**src/rtl/nibble_serial_pkg.sv**
```systemverilog
// Shared types and constants for the nibble-serial adder sequencer.
package nibble_serial_pkg;

  typedef enum logic [1:0] {
    IDLE,
    RUN,
    DONE
  } nsa_state_t;

  localparam int NIBBLE_W = 4;

endpackage

```
**src/rtl/nibble_serial_adder_ctrl_rca4.sv**
```systemverilog
// 4-bit ripple-carry adder: the single shared arithmetic element of the sequencer.
module nibble_serial_adder_ctrl_rca4 (
  input  logic [3:0] a,
  input  logic [3:0] b,
  input  logic       cin,
  output logic [3:0] s,
  output logic       cout
);

  logic c;

  always_comb begin
    // NOTE: blocking assignments here build a combinational chain; every output gets a value on every pass, so no latch.
    c = cin;
    s = '0;
    for (int i = 0; i < 4; i++) begin
      s[i] = a[i] ^ b[i] ^ c;
      c    = (a[i] & b[i]) | (c & (a[i] ^ b[i]));
    end
    cout = c;
  end

endmodule

```
**src/rtl/nibble_serial_adder_ctrl.sv**
```systemverilog
// Multi-precision adder sequencer: adds WIDTH-bit operands one nibble per cycle
// through one shared 4-bit adder. Optional subtract mode: NIBBLE_SERIAL_SUB_EN.
module nibble_serial_adder_ctrl
  import nibble_serial_pkg::*;
#(
  parameter int WIDTH = 16
) (
  input  logic             clk,
  input  logic             rst_n,
  input  logic             start,
  input  logic [WIDTH-1:0] a,
  input  logic [WIDTH-1:0] b,
  input  logic             cin,
`ifdef NIBBLE_SERIAL_SUB_EN
  input  logic             sub,
`endif
  output logic             busy,
  output logic             done,
  output logic [WIDTH-1:0] sum,
  output logic             cout
);

  localparam int NIB   = WIDTH / NIBBLE_W;
  localparam int IDX_W = (NIB > 1) ? $clog2(NIB) : 1;
  localparam logic [IDX_W-1:0] LAST_IDX = IDX_W'(NIB - 1);

  if (WIDTH < NIBBLE_W || (WIDTH % NIBBLE_W) != 0) begin : g_bad_width
    $error("nibble_serial_adder_ctrl: WIDTH must be a multiple of 4 and at least 4");
  end

  nsa_state_t         state_q, state_d;
  logic [WIDTH-1:0]   a_q, b_q;
  logic               carry_q;
  logic [IDX_W-1:0]   idx;
  logic [NIBBLE_W-1:0] nib_s;
  logic               nib_c;
  logic               sub_op;

`ifdef NIBBLE_SERIAL_SUB_EN
  assign sub_op = sub;
`else
  assign sub_op = 1'b0;
`endif

  nibble_serial_adder_ctrl_rca4 u_rca4 (
    .a    (a_q[idx*NIBBLE_W +: NIBBLE_W]),
    .b    (b_q[idx*NIBBLE_W +: NIBBLE_W]),
    .cin  (carry_q),
    .s    (nib_s),
    .cout (nib_c)
  );

  always_ff @(posedge clk or negedge rst_n) begin
    // NOTE: sequential state uses non-blocking assignments so every register samples pre-edge values.
    if (!rst_n) state_q <= IDLE;
    else        state_q <= state_d;
  end

  always_comb begin
    state_d = state_q;
    case (state_q)
      IDLE:    if (start) state_d = RUN;
      RUN:     if (idx == LAST_IDX) state_d = DONE;
      DONE:    state_d = IDLE;
      default: state_d = IDLE;
    endcase
  end

  // Handshake outputs decode straight from the state register.
  assign busy = (state_q == RUN);
  assign done = (state_q == DONE);

  always_ff @(posedge clk or negedge rst_n) begin
    // NOTE: operand and result registers are plain flops, not a memory, so all of them clear on reset.
    if (!rst_n) begin
      a_q     <= '0;
      b_q     <= '0;
      carry_q <= 1'b0;
      idx     <= '0;
      sum     <= '0;
      cout    <= 1'b0;
    end else begin
      case (state_q)
        IDLE: begin
          if (start) begin
            a_q     <= a;
            b_q     <= sub_op ? ~b : b;
            carry_q <= sub_op ? 1'b1 : cin;
            idx     <= '0;
          end
        end
        RUN: begin
          sum[idx*NIBBLE_W +: NIBBLE_W] <= nib_s;
          carry_q <= nib_c;
          if (idx == LAST_IDX) begin
            cout <= nib_c;
            idx  <= '0;
          end else begin
            idx <= idx + 1'b1;
          end
        end
        default: ;
      endcase
    end
  end

endmodule

```
**config.mk**
```make
export PLATFORM = sky130hd
export DESIGN_NAME = nibble_serial_adder_ctrl
export DESIGN_NICKNAME = d
export VERILOG_FILES = /design/src/rtl/nibble_serial_pkg.sv /design/src/rtl/nibble_serial_adder_ctrl_rca4.sv /design/src/rtl/nibble_serial_adder_ctrl.sv
export SDC_FILE = /design/constraint.sdc
export NUM_CORES = 1
export LEC_CHECK = 0
export CAP_MARGIN = 5
export CORE_AREA = 3 3 80 82
export DETAILED_ROUTE_END_ITERATION = 8
export DIE_AREA = 0 0 83 85
export PLACE_DENSITY = 0.74
export SLEW_MARGIN = 5
export SYNTH_ARGS = -nofsm -noshare
export SYNTH_HDL_FRONTEND = slang
export SYNTH_SLANG_ARGS = --single-unit
export TNS_END_PERCENT = 10
```
**constraint.sdc**
```tcl
create_clock -name clk -period 3 [get_ports clk]
set_clock_uncertainty 0.05 [all_clocks]
set_input_delay 0.6 -clock clk [delete_from_list [all_inputs] [get_ports clk]]
set_output_delay 0.6 -clock clk [all_outputs]
set_load 0.01 [all_outputs]
```
# After elaboration in Yosys (flattened, before gate mapping)
# Index checks and enable logic that the tools add are counted.
[classes] add_sub_neg=2 eq_ne=5 shifts=4 n_mux=9 bitwise=20 n_reduce_logical=6
[ops] operator="$neg A4 Y34" count=1
[ops] operator="$shift A4 B34 Y16 const A" count=1
[ops] operator="$shiftx A4 B34 Y16" count=1
[ops] operator="$shiftx A16 B5 Y4" count=2
[ops] operator="$bwmux W16" count=1
[ops] operator="$and A1 B1 Y1" count=8
[ops] operator="$mux W2" count=4
[ops] operator="$pmux W2 S2" count=2
[ops] operator="$reduce_and A2 Y1" count=4
[ops] operator="$xor A1 B1 Y1" count=8
[ops] operator="$eq A2 B2 Y1 const B" count=2
[ops] operator="$or A1 B1 Y1" count=4
[ops] operator="$add A2 B1 Y2 const B" count=1
[ops] operator="$eq A2 B1 Y1 const B" count=1
[ops] operator="$logic_not A2 Y1" count=1
[ops] operator="$ne A2 B1 Y1 const B" count=1
[ops] operator="$ne A2 B2 Y1 const B" count=1
[ops] operator="$pmux W1 S2" count=1
[ops] operator="$reduce_bool A2 Y1" count=1
[ops] operator="$mux W1" count=1
[word_totals] regBits=54 input_bits=36 wordCells=53

# Logic depth before layout (Yosys ltp)
# Gate-level depths: netlist of run 1.
[depth] ltp_word=11 depth_mapped=12 mapped_depth_nobuf=11

# Modules after synthesis
# From an unflattened synthesis of run 1, not the netlist that was laid out.
[unflattened] hier_cells=186 hier_area_um2=2608.8
[by_module_without_submodules] module="nibble_serial_adder_ctrl" instances=1 cells_per_inst=172 area_each_um2=2491.1 seq_area_each_um2=1351.3
[by_module_without_submodules] module="nibble_serial_adder_ctrl_rca4" instances=1 cells_per_inst=14 area_each_um2=117.6 seq_area_each_um2=0.0

# Worst setup path before layout of run 1
# No wires, ideal clock.
[synth_timing] path_kind="reg2reg" start="register idx[1]" end="register sum[7]" setup_ps=125 t_arrival_ps=2867 required_time_ps=2825 path_slack_ps=-42 stages_incl_launch_ff=13 path_cell_list="dfrtp_1 > clkbuf_1 > mux4_2 > inv_1 > fa_1 > inv_1 > fa_1 > inv_1 > fa_1 > inv_1 > fa_1 > and4b_1 > mux2_2"
[synth_via] elab_chain_cells=11
[synth_lines] item="start, declared" line="nibble_serial_adder_ctrl.sv:34" text="logic [IDX_W-1:0] idx;"
[synth_lines] item="start signal, assigned" line="nibble_serial_adder_ctrl.sv:99" text="idx <= idx + 1'b1;"
[synth_lines] item="$shiftx A16 B5 Y4, on equally long branches" line="nibble_serial_adder_ctrl.sv:46, nibble_serial_adder_ctrl.sv:47"
[synth_lines] item="$xor A1 B1 Y1" line="nibble_serial_adder_ctrl_rca4.sv:17, nibble_serial_adder_ctrl_rca4.sv:18"
[synth_lines] item="$and A1 B1 Y1" line="nibble_serial_adder_ctrl_rca4.sv:18" text="c = (a[i] & b[i]) | (c & (a[i] ^ b[i]));"
[synth_lines] item="$or A1 B1 Y1" line="nibble_serial_adder_ctrl_rca4.sv:18"
[synth_lines] item="$and A1 B1 Y1" line="nibble_serial_adder_ctrl_rca4.sv:18"
[synth_lines] item="$or A1 B1 Y1" line="nibble_serial_adder_ctrl_rca4.sv:18"
[synth_lines] item="$and A1 B1 Y1" line="nibble_serial_adder_ctrl_rca4.sv:18"
[synth_lines] item="$or A1 B1 Y1" line="nibble_serial_adder_ctrl_rca4.sv:18"
[synth_lines] item="$xor A1 B1 Y1" line="nibble_serial_adder_ctrl_rca4.sv:17" text="s[i] = a[i] ^ b[i] ^ c;"
[synth_lines] item="$shiftx A4 B34 Y16" line="nibble_serial_adder_ctrl.sv:93" text="sum[idx*NIBBLE_W +: NIBBLE_W] <= nib_s;"
[synth_lines] item="$bwmux W16 *" line="nibble_serial_adder_ctrl.sv:93"
[synth_lines] item="end signal, assigned by index" line="nibble_serial_adder_ctrl.sv:93"
[synth_lines] item="end, declared" line="nibble_serial_adder_ctrl.sv:19" text="output logic [WIDTH-1:0] sum,"
# Every way passes the cells marked *; elsewhere a longest branch is shown, timed or not.
# A chain may end at the register's enable or synchronous reset.

# Final worst setup path of run 1
[layout_timing] start="register idx[0]" end="register sum[7]"
# Same word-level chain as after synthesis.

==> flow_metrics.py, run 1 <==
metrics = {
    "timing": {
        "setup_violations": 0,
        "fin_crit_sh_pct": 97.3,
        "tightest_slew_ns": 0.624,
        "whs_ns": 0.241,
        "maxSlewViolCount": 0,
        "period_needed_ns": 2.92,
        "rsz0062_at_grt": "no",
        "max_freq_ghz": 0.343,
        "relSlewSlack_pct": 58.4,
        "finalHoldViolCount": 0,
    },
    "grt": {
        "grt_antenna_before_repair": 0,
        "grt_pass1_vias": 1749,
        "grt_pass1_wl_mm": 8.59,
        "top_usage_layer": "met2",
        "grt_usage_pct": 15.2,
        "grt_overflow": 0,
        "grtUsageMet2_pct": 25.6,
        "grt_max_degree": 35,
        "grtUsageMet1_pct": 19.9,
        "met3_usage_pct": 3.98,
    },
    "floorplan": {
        "die-area_sq_um": 7060,
        "die-width_microns": 83,
        "ios": 55,
        "fp-row-count": 28,
        "start_util_pct": 45.2,
        "die_h_microns": 85,
        "core-area_sq_um": 5820,
    },
    "pwr": {
        "power.density_nw_per_um2": 1160,
        "clockPowerShare_pct": 12.3,
        "p_sw_uw": 1410,
        "power.internal_uw": 2490,
        "ir_drop_mv": 0.543,
        "p_seq_share_pct": 32.7,
        "netSwitchingFraction_pct": 36.2,
        "p_leak_uw": 0.00143,
        "comb_power_share_pct": 55.0,
    },
    "min_path": {
        "min_path_type": "in -> async",
    },
    "yosys": {
        "yosysSeqAreaShare_pct": 51.4,
        "syn_area_sq_um": 2630,
        "async_flop_share_pct": 100,
        "synth_flop_cell": "dfrtp_1",
        "synth-seq-cells": 54,
        "yosysWarningCount": 0,
        "syn_avg_cell_area_sq_um": 14.6,
        "ys_types": 27,
        "synth_edf_count": 0,
        "netlist_instances": 180,
        "synth.top_cells.by_area": "dfrtp_1 51%, mux2_2 15%, mux4_2 6.9%",
        "synth_nets": 226,
        "synth_top_area_share_pct": 51.4,
        "netlist.top_cell.by_area": "dfrtp_1",
    },
    "setup_path": {
        "cp_max_fo": 4,
        "cp.required_ns": 3.15,
        "crit_slowest_cell": "dfrtp_2",
        "critPathCaptureType": "flop",
        "crit_type": "reg -> reg",
        "r2r_slack_ns": 0.08,
        "worstPathArrival_ns": 3.07,
        "path_cells": "mux4_2 > inv_2 > fa_2 > inv_2 > fa_2 > inv_2 > fa_2 > inv_2 > fa_2 > and4b_1 > mux2_2",
        "max_stage_delay_ns": 0.45,
        "critPathTopFamily": "adder cells",
        "critPathBufInv": 4,
        "crit_path_start_kind": "flop",
    },
    "placed_design": {
        "dpl.hpwl_mm": 3.78,
        "place_congestion": 0.783,
        "place_area_sq_um": 3250,
        "io_buffers": 54,
    },
    "clock_tree": {
        "htreeDepth": 2,
        "numCtsBuffers": 5,
        "clk_pin_slew_ns": 0.10,
        "cts_setup_buffers": 0,
        "cts_root_buffer": "clkbuf_8",
        "clockBufferDepth": 2,
        "cts_sinks": 54,
        "clk_latency_ns": 0.31,
        "cts_tree": "built",
    },
    "final_layout": {
        "antenna_cells": 0,
        "layout_common_cells": "53 x dfrtp_1, 53 x clkdlybuf4s50_1, 35 x mux2_2",
        "area_growth_pct": 28.2,
        "final_area_sq_um": 3370,
        "nets": 286,
        "drive_gt1_share_pct": 29.9,
        "utilization_pct": 57.9,
    },
    "detailed_routing": {
        "routed_wl_mm": 5.05,
        "drt_iter0_drc": 49,
        "drt-pass1-iter-count": 4,
        "drc_errors": 0,
        "wire_per_inst_microns": 16.0,
        "ant_nets": 0,
        "routed-via-count": 1640,
        "post_drt_via_cell_ratio": 5.19,
    },
    "flow_run": {
        "cap_violations": 0,
    },
    "run_status": {
        "status": "finished, final reports clean",
    },
}
-- through the flow --
stage          cells  TNS (ns)  worst slack, ns  power (uW)
6_report         316         0           0.0822        3900
5_1_grt          316         0          0.00344        4200
4_1_cts          316         0         0.000327        3900
3_5_place_dp     308   -0.0101          -0.0101        3380
3_3_place_gp     308         0           0.0444        3340
2_1_floorplan    180         0          0.00350        2710
-- power by group through the flow --
stage	clock [uW]	combinational (uW)	sequential [uW]
after floorplan	0	1460	1240
after global placement	0	2060	1290
after detailed placement	0	2080	1300
after CTS	494	2120	1280
after global routing	523	2350	1320
final	480	2150	1280
-- per-layer routing --
metal / vias to the layer above / part of all wire [%]
li1: 778 / -
met1: 816 / 47
met4: 0 / 0.71
met5: - / 0
met3: 3 / 4.8
met2: 43 / 48
-- sequential cells by signal, indices dropped and copies added (netlist names) --
| register | count |
|---|---|
| a_q | 16 |
| state_q | 2 |
| carry_q | 1 |
| b_q | 16 |
| cout | 1 |
| idx | 2 |
| sum | 16 |
-- area by class of cell --
type / count / area [sq um]
flip-flops and latches: 54 / 1350
clock inverters: 3 / 40.0
inverters: 13 / 48.8
fillers: 517 / 2450
well taps: 75 / 93.8
repair buffers: 63 / 603
clock buffers: 5 / 68.8
multi-input cells: 103 / 1160
-- final timing paths --
kind / from / to / cells after the start
min in group clk: a_q[15]$_DFFE_PN0P_ / a_q[15]$_DFFE_PN0P_ / 1
max reg2reg: idx[0]$_DFFE_PN0P_ / sum[7]$_DFFE_PN0P_ / 11
max: idx[0]$_DFFE_PN0P_ / sum[7]$_DFFE_PN0P_ / 11
max in group asynchronous: rst_n / b_q[6]$_DFFE_PN0P_ / 2
min reg2reg: a_q[15]$_DFFE_PN0P_ / a_q[15]$_DFFE_PN0P_ / 1
min: rst_n / state_q[0]$_DFFE_PN0P_ / 1
-- synth_stat cells, types with 2 or more instances --
library cell  number
a32o_1            12
clkbuf_1           3
mux2_1             2
buf_6              4
buf_4              2
nor2_1             3
nand3b_1           5
ha_1               6
fa_1               4
and4b_1            2
dfrtp_1           54
and2_1             5
nor2b_1            9
nor3b_4            2
nor4bb_1           2
mux4_2             8
mux2_2            35
inv_1             13
-- kinds of logic after synthesis --
logic type / count (synthesis) / share of synthesized area (%)
compound gates: 17 / 6.10
fa+ha+maj: 10 / 5.90
buf+inv: 23 / 4.76
flops: 54 / 51.4
mux: 45 / 22.7
simple gates: 31 / 9.10
-- timing repair --
item,CTS,global route
pin swaps,2,2
endpoints found under the setup margin,1,4
gates resized for setup,3,6
hold buffers,0,0
-- worst register-to-register path, delay by kind of cell (launching register included) --
family        cells  cell delay, ns
flops             1            0.45
simple gates      1            0.19
mux               2            0.60
buf+inv           4            0.21
fa+ha+maj         4            1.31
Note: power is estimated with default switching activity, not from simulation.
==> run 2: changes to the inputs <==
--- a/config.mk
+++ b/config.mk
@@ -6,11 +6,12 @@
 export NUM_CORES = 1
 export LEC_CHECK = 0
 export CAP_MARGIN = 5
-export CORE_AREA = 3 3 80 82
+export CORE_AREA = 8 8 85 87
 export DETAILED_ROUTE_END_ITERATION = 8
-export DIE_AREA = 0 0 83 85
+export DIE_AREA = 0 0 93 95
+export GPL_TIMING_DRIVEN = 1
 export PLACE_DENSITY = 0.74
-export SLEW_MARGIN = 5
+export SLEW_MARGIN = 20
 export SYNTH_ARGS = -nofsm -noshare
 export SYNTH_HDL_FRONTEND = slang
 export SYNTH_SLANG_ARGS = --single-unit
==> run 2 against run 1 <==
  * Combinational power about the same
  * Cell area is essentially flat
  * Final cell count fell by 0.63%
  * Critical endpoint unchanged
==> flow_metrics.py, run 2 (same netlist as run 1, synthesis figures left out) <==
metrics = {
    "clock_tree": {
        "cts_sinks": 54,
        "clockBufferDepth": 2,
        "cts_tree": "built",
        "clk_latency_ns": 0.31,
        "cts_setup_buffers": 0,
        "clk_pin_slew_ns": 0.10,
        "numCtsBuffers": 5,
        "cts_root_buffer": "clkbuf_8",
        "htreeDepth": 2,
    },
    "floorplan": {
        "ios": 55,
        "fp-row-count": 28,
        "start_util_pct": 45.2,
        "die-area_sq_um": 8840,
        "die_h_microns": 95,
        "die-width_microns": 93,
        "core-area_sq_um": 5820,
    },
    "grt": {
        "grt_pass1_wl_mm": 8.92,
        "grt_max_degree": 55,
        "grt_usage_pct": 12.5,
        "grt_overflow": 0,
        "grt_antenna_before_repair": 0,
        "grt_pass1_vias": 1824,
    },
    "setup_path": {
        "cp_max_fo": 4,
        "path_cells": "mux4_2 > inv_2 > fa_2 > inv_2 > fa_2 > inv_2 > fa_2 > inv_2 > fa_2 > and4b_1 > mux2_4",
        "crit_slowest_cell": "fa_2",
        "worstPathArrival_ns": 3.08,
        "crit_type": "reg -> reg",
        "max_stage_delay_ns": 0.47,
        "critPathCaptureType": "flop",
        "crit_path_start_kind": "flop",
        "cp.required_ns": 3.14,
    },
    "timing": {
        "tightest_slew_ns": 0.675,
        "fin_crit_sh_pct": 97.9,
        "period_needed_ns": 2.94,
        "max_freq_ghz": 0.340,
        "relSlewSlack_pct": 55.0,
        "maxSlewViolCount": 0,
        "timing.final.ws_setup_ns": 0.0628,
        "finalHoldViolCount": 0,
        "rsz0062_at_grt": "yes",
        "setup_violations": 0,
    },
    "pwr": {
        "power.density_nw_per_um2": 1170,
        "p_leak_uw": 0.00141,
        "ir_drop_mv": 0.633,
    },
    "placed_design": {
        "dpl.hpwl_mm": 3.93,
        "io_buffers": 54,
        "dp_slack_ns": -0.0874,
        "place_congestion": 0.785,
    },
    "final_layout": {
        "largestRegisters": "a_q: 16 flops, b_q: 16 flops, sum: 16 flops",
        "antenna_cells": 0,
        "nets": 284,
        "utilization_pct": 57.9,
        "drive_gt1_share_pct": 29.7,
        "area_growth_pct": 28.1,
        "layout_common_cells": "53 x dfrtp_1, 53 x clkdlybuf4s50_1, 34 x mux2_2",
    },
    "min_path": {
        "min_path_type": "in -> async",
    },
    "detailed_routing": {
        "routed-via-count": 1619,
        "drt_iter0_drc": 51,
        "wire_per_inst_microns": 16.6,
        "drc_errors": 0,
        "ant_nets": 0,
        "drt-pass1-iter-count": 4,
        "post_drt_via_cell_ratio": 5.16,
        "routed_wl_mm": 5.20,
    },
    "run_status": {
        "status": "finished, final reports clean",
    },
    "flow_run": {
        "cap_violations": 0,
    },
}
-- run 2: cell count changes in the layout (fill, tap and decap cells not counted), sizes merged --
cell / before / now
clkinv: 2 / 0
buf: 10 / 8
clkinvlp: 0 / 2
-- run 2: metrics by stage --
stage / hold WS [ns] / setup TNS (ns) / total power, uW / cell area (sq um) / cells
detailed placement: 0.435 / -0.149 / 3390 / 3230 / 306
CTS: 0.381 / 0 / 3930 / 3360 / 314
finish: 0.362 / 0 / 3940 / 3370 / 314
global placement: 0.426 / 0 / 3340 / 3230 / 306
floorplan: 0.254 / 0 / 2710 / 2630 / 180
global route: 0.423 / -0.0321 / 4250 / 3370 / 314
-- run 2: what timing repair did --
item | in CTS | in global routing
resized for setup | 5 | 7
cloned | 0 | 0
setup endpoints to repair | 4 | 4
pin swaps | 2 | 3
hold buffers | 0 | 0
-- run 2: where the power goes --
part / switching (uW) / internal, uW / total [uW] / leakage (uW)
registers: 223 / 1060 / 1290 / 0.000668
logic: 978 / 1180 / 2160 / 0.000693
clock network: 240 / 248 / 489 / 0.0000504
-- run 2: critical path, delay by kind of cell (launching register included) --
family | cells | cell delay, ns
adders and majority gates | 4 | 1.32
DFF | 1 | 0.46
and+or+nand+nor | 1 | 0.20
muxes | 2 | 0.60
buffers and inverters | 4 | 0.21
-- run 2: area by class of cell --
cell class / count / area [sq um]
clock buffers: 5 / 68.8
repair buffers: 61 / 592
inverters: 13 / 48.8
fillers: 522 / 2450
multi-input cells: 103 / 1160
well taps: 75 / 93.8
flip-flops and latches: 54 / 1350
clock inverters: 3 / 45.0
-- run 2: metal layers --
| metal | vias up | share of wire [%] | GRT usage [%] | routed length [microns] |
|---|---|---|---|---|
| li1 | 768 | - | - | - |
| met1 | 805 | 47 | 16.7 | 2460 |
| met2 | 41 | 47 | 19.6 | 2440 |
| met3 | 5 | 5.2 | 3.49 | 269 |
| met4 | 0 | 0.75 | 3.22 | 39 |
| met5 | - | 0 | 0 | 0 |
-- run 2: final timing paths --
check | slack, ns | from | endpoint | depth (start not counted)
worst max-delay path | 0.06 | idx[0]$_DFFE_PN0P_ | sum[7]$_DFFE_PN0P_ | 11
worst min-delay path | 0.36 | rst_n | sum[12]$_DFFE_PN0P_ | 2
worst max register to register | 0.06 | idx[0]$_DFFE_PN0P_ | sum[7]$_DFFE_PN0P_ | 11
worst min register to register | 0.45 | sum[14]$_DFFE_PN0P_ | sum[14]$_DFFE_PN0P_ | 1
max in group asynchronous | 2.06 | rst_n | idx[0]$_DFFE_PN0P_ | 2
min in group clk | 0.45 | sum[14]$_DFFE_PN0P_ | sum[14]$_DFFE_PN0P_ | 1
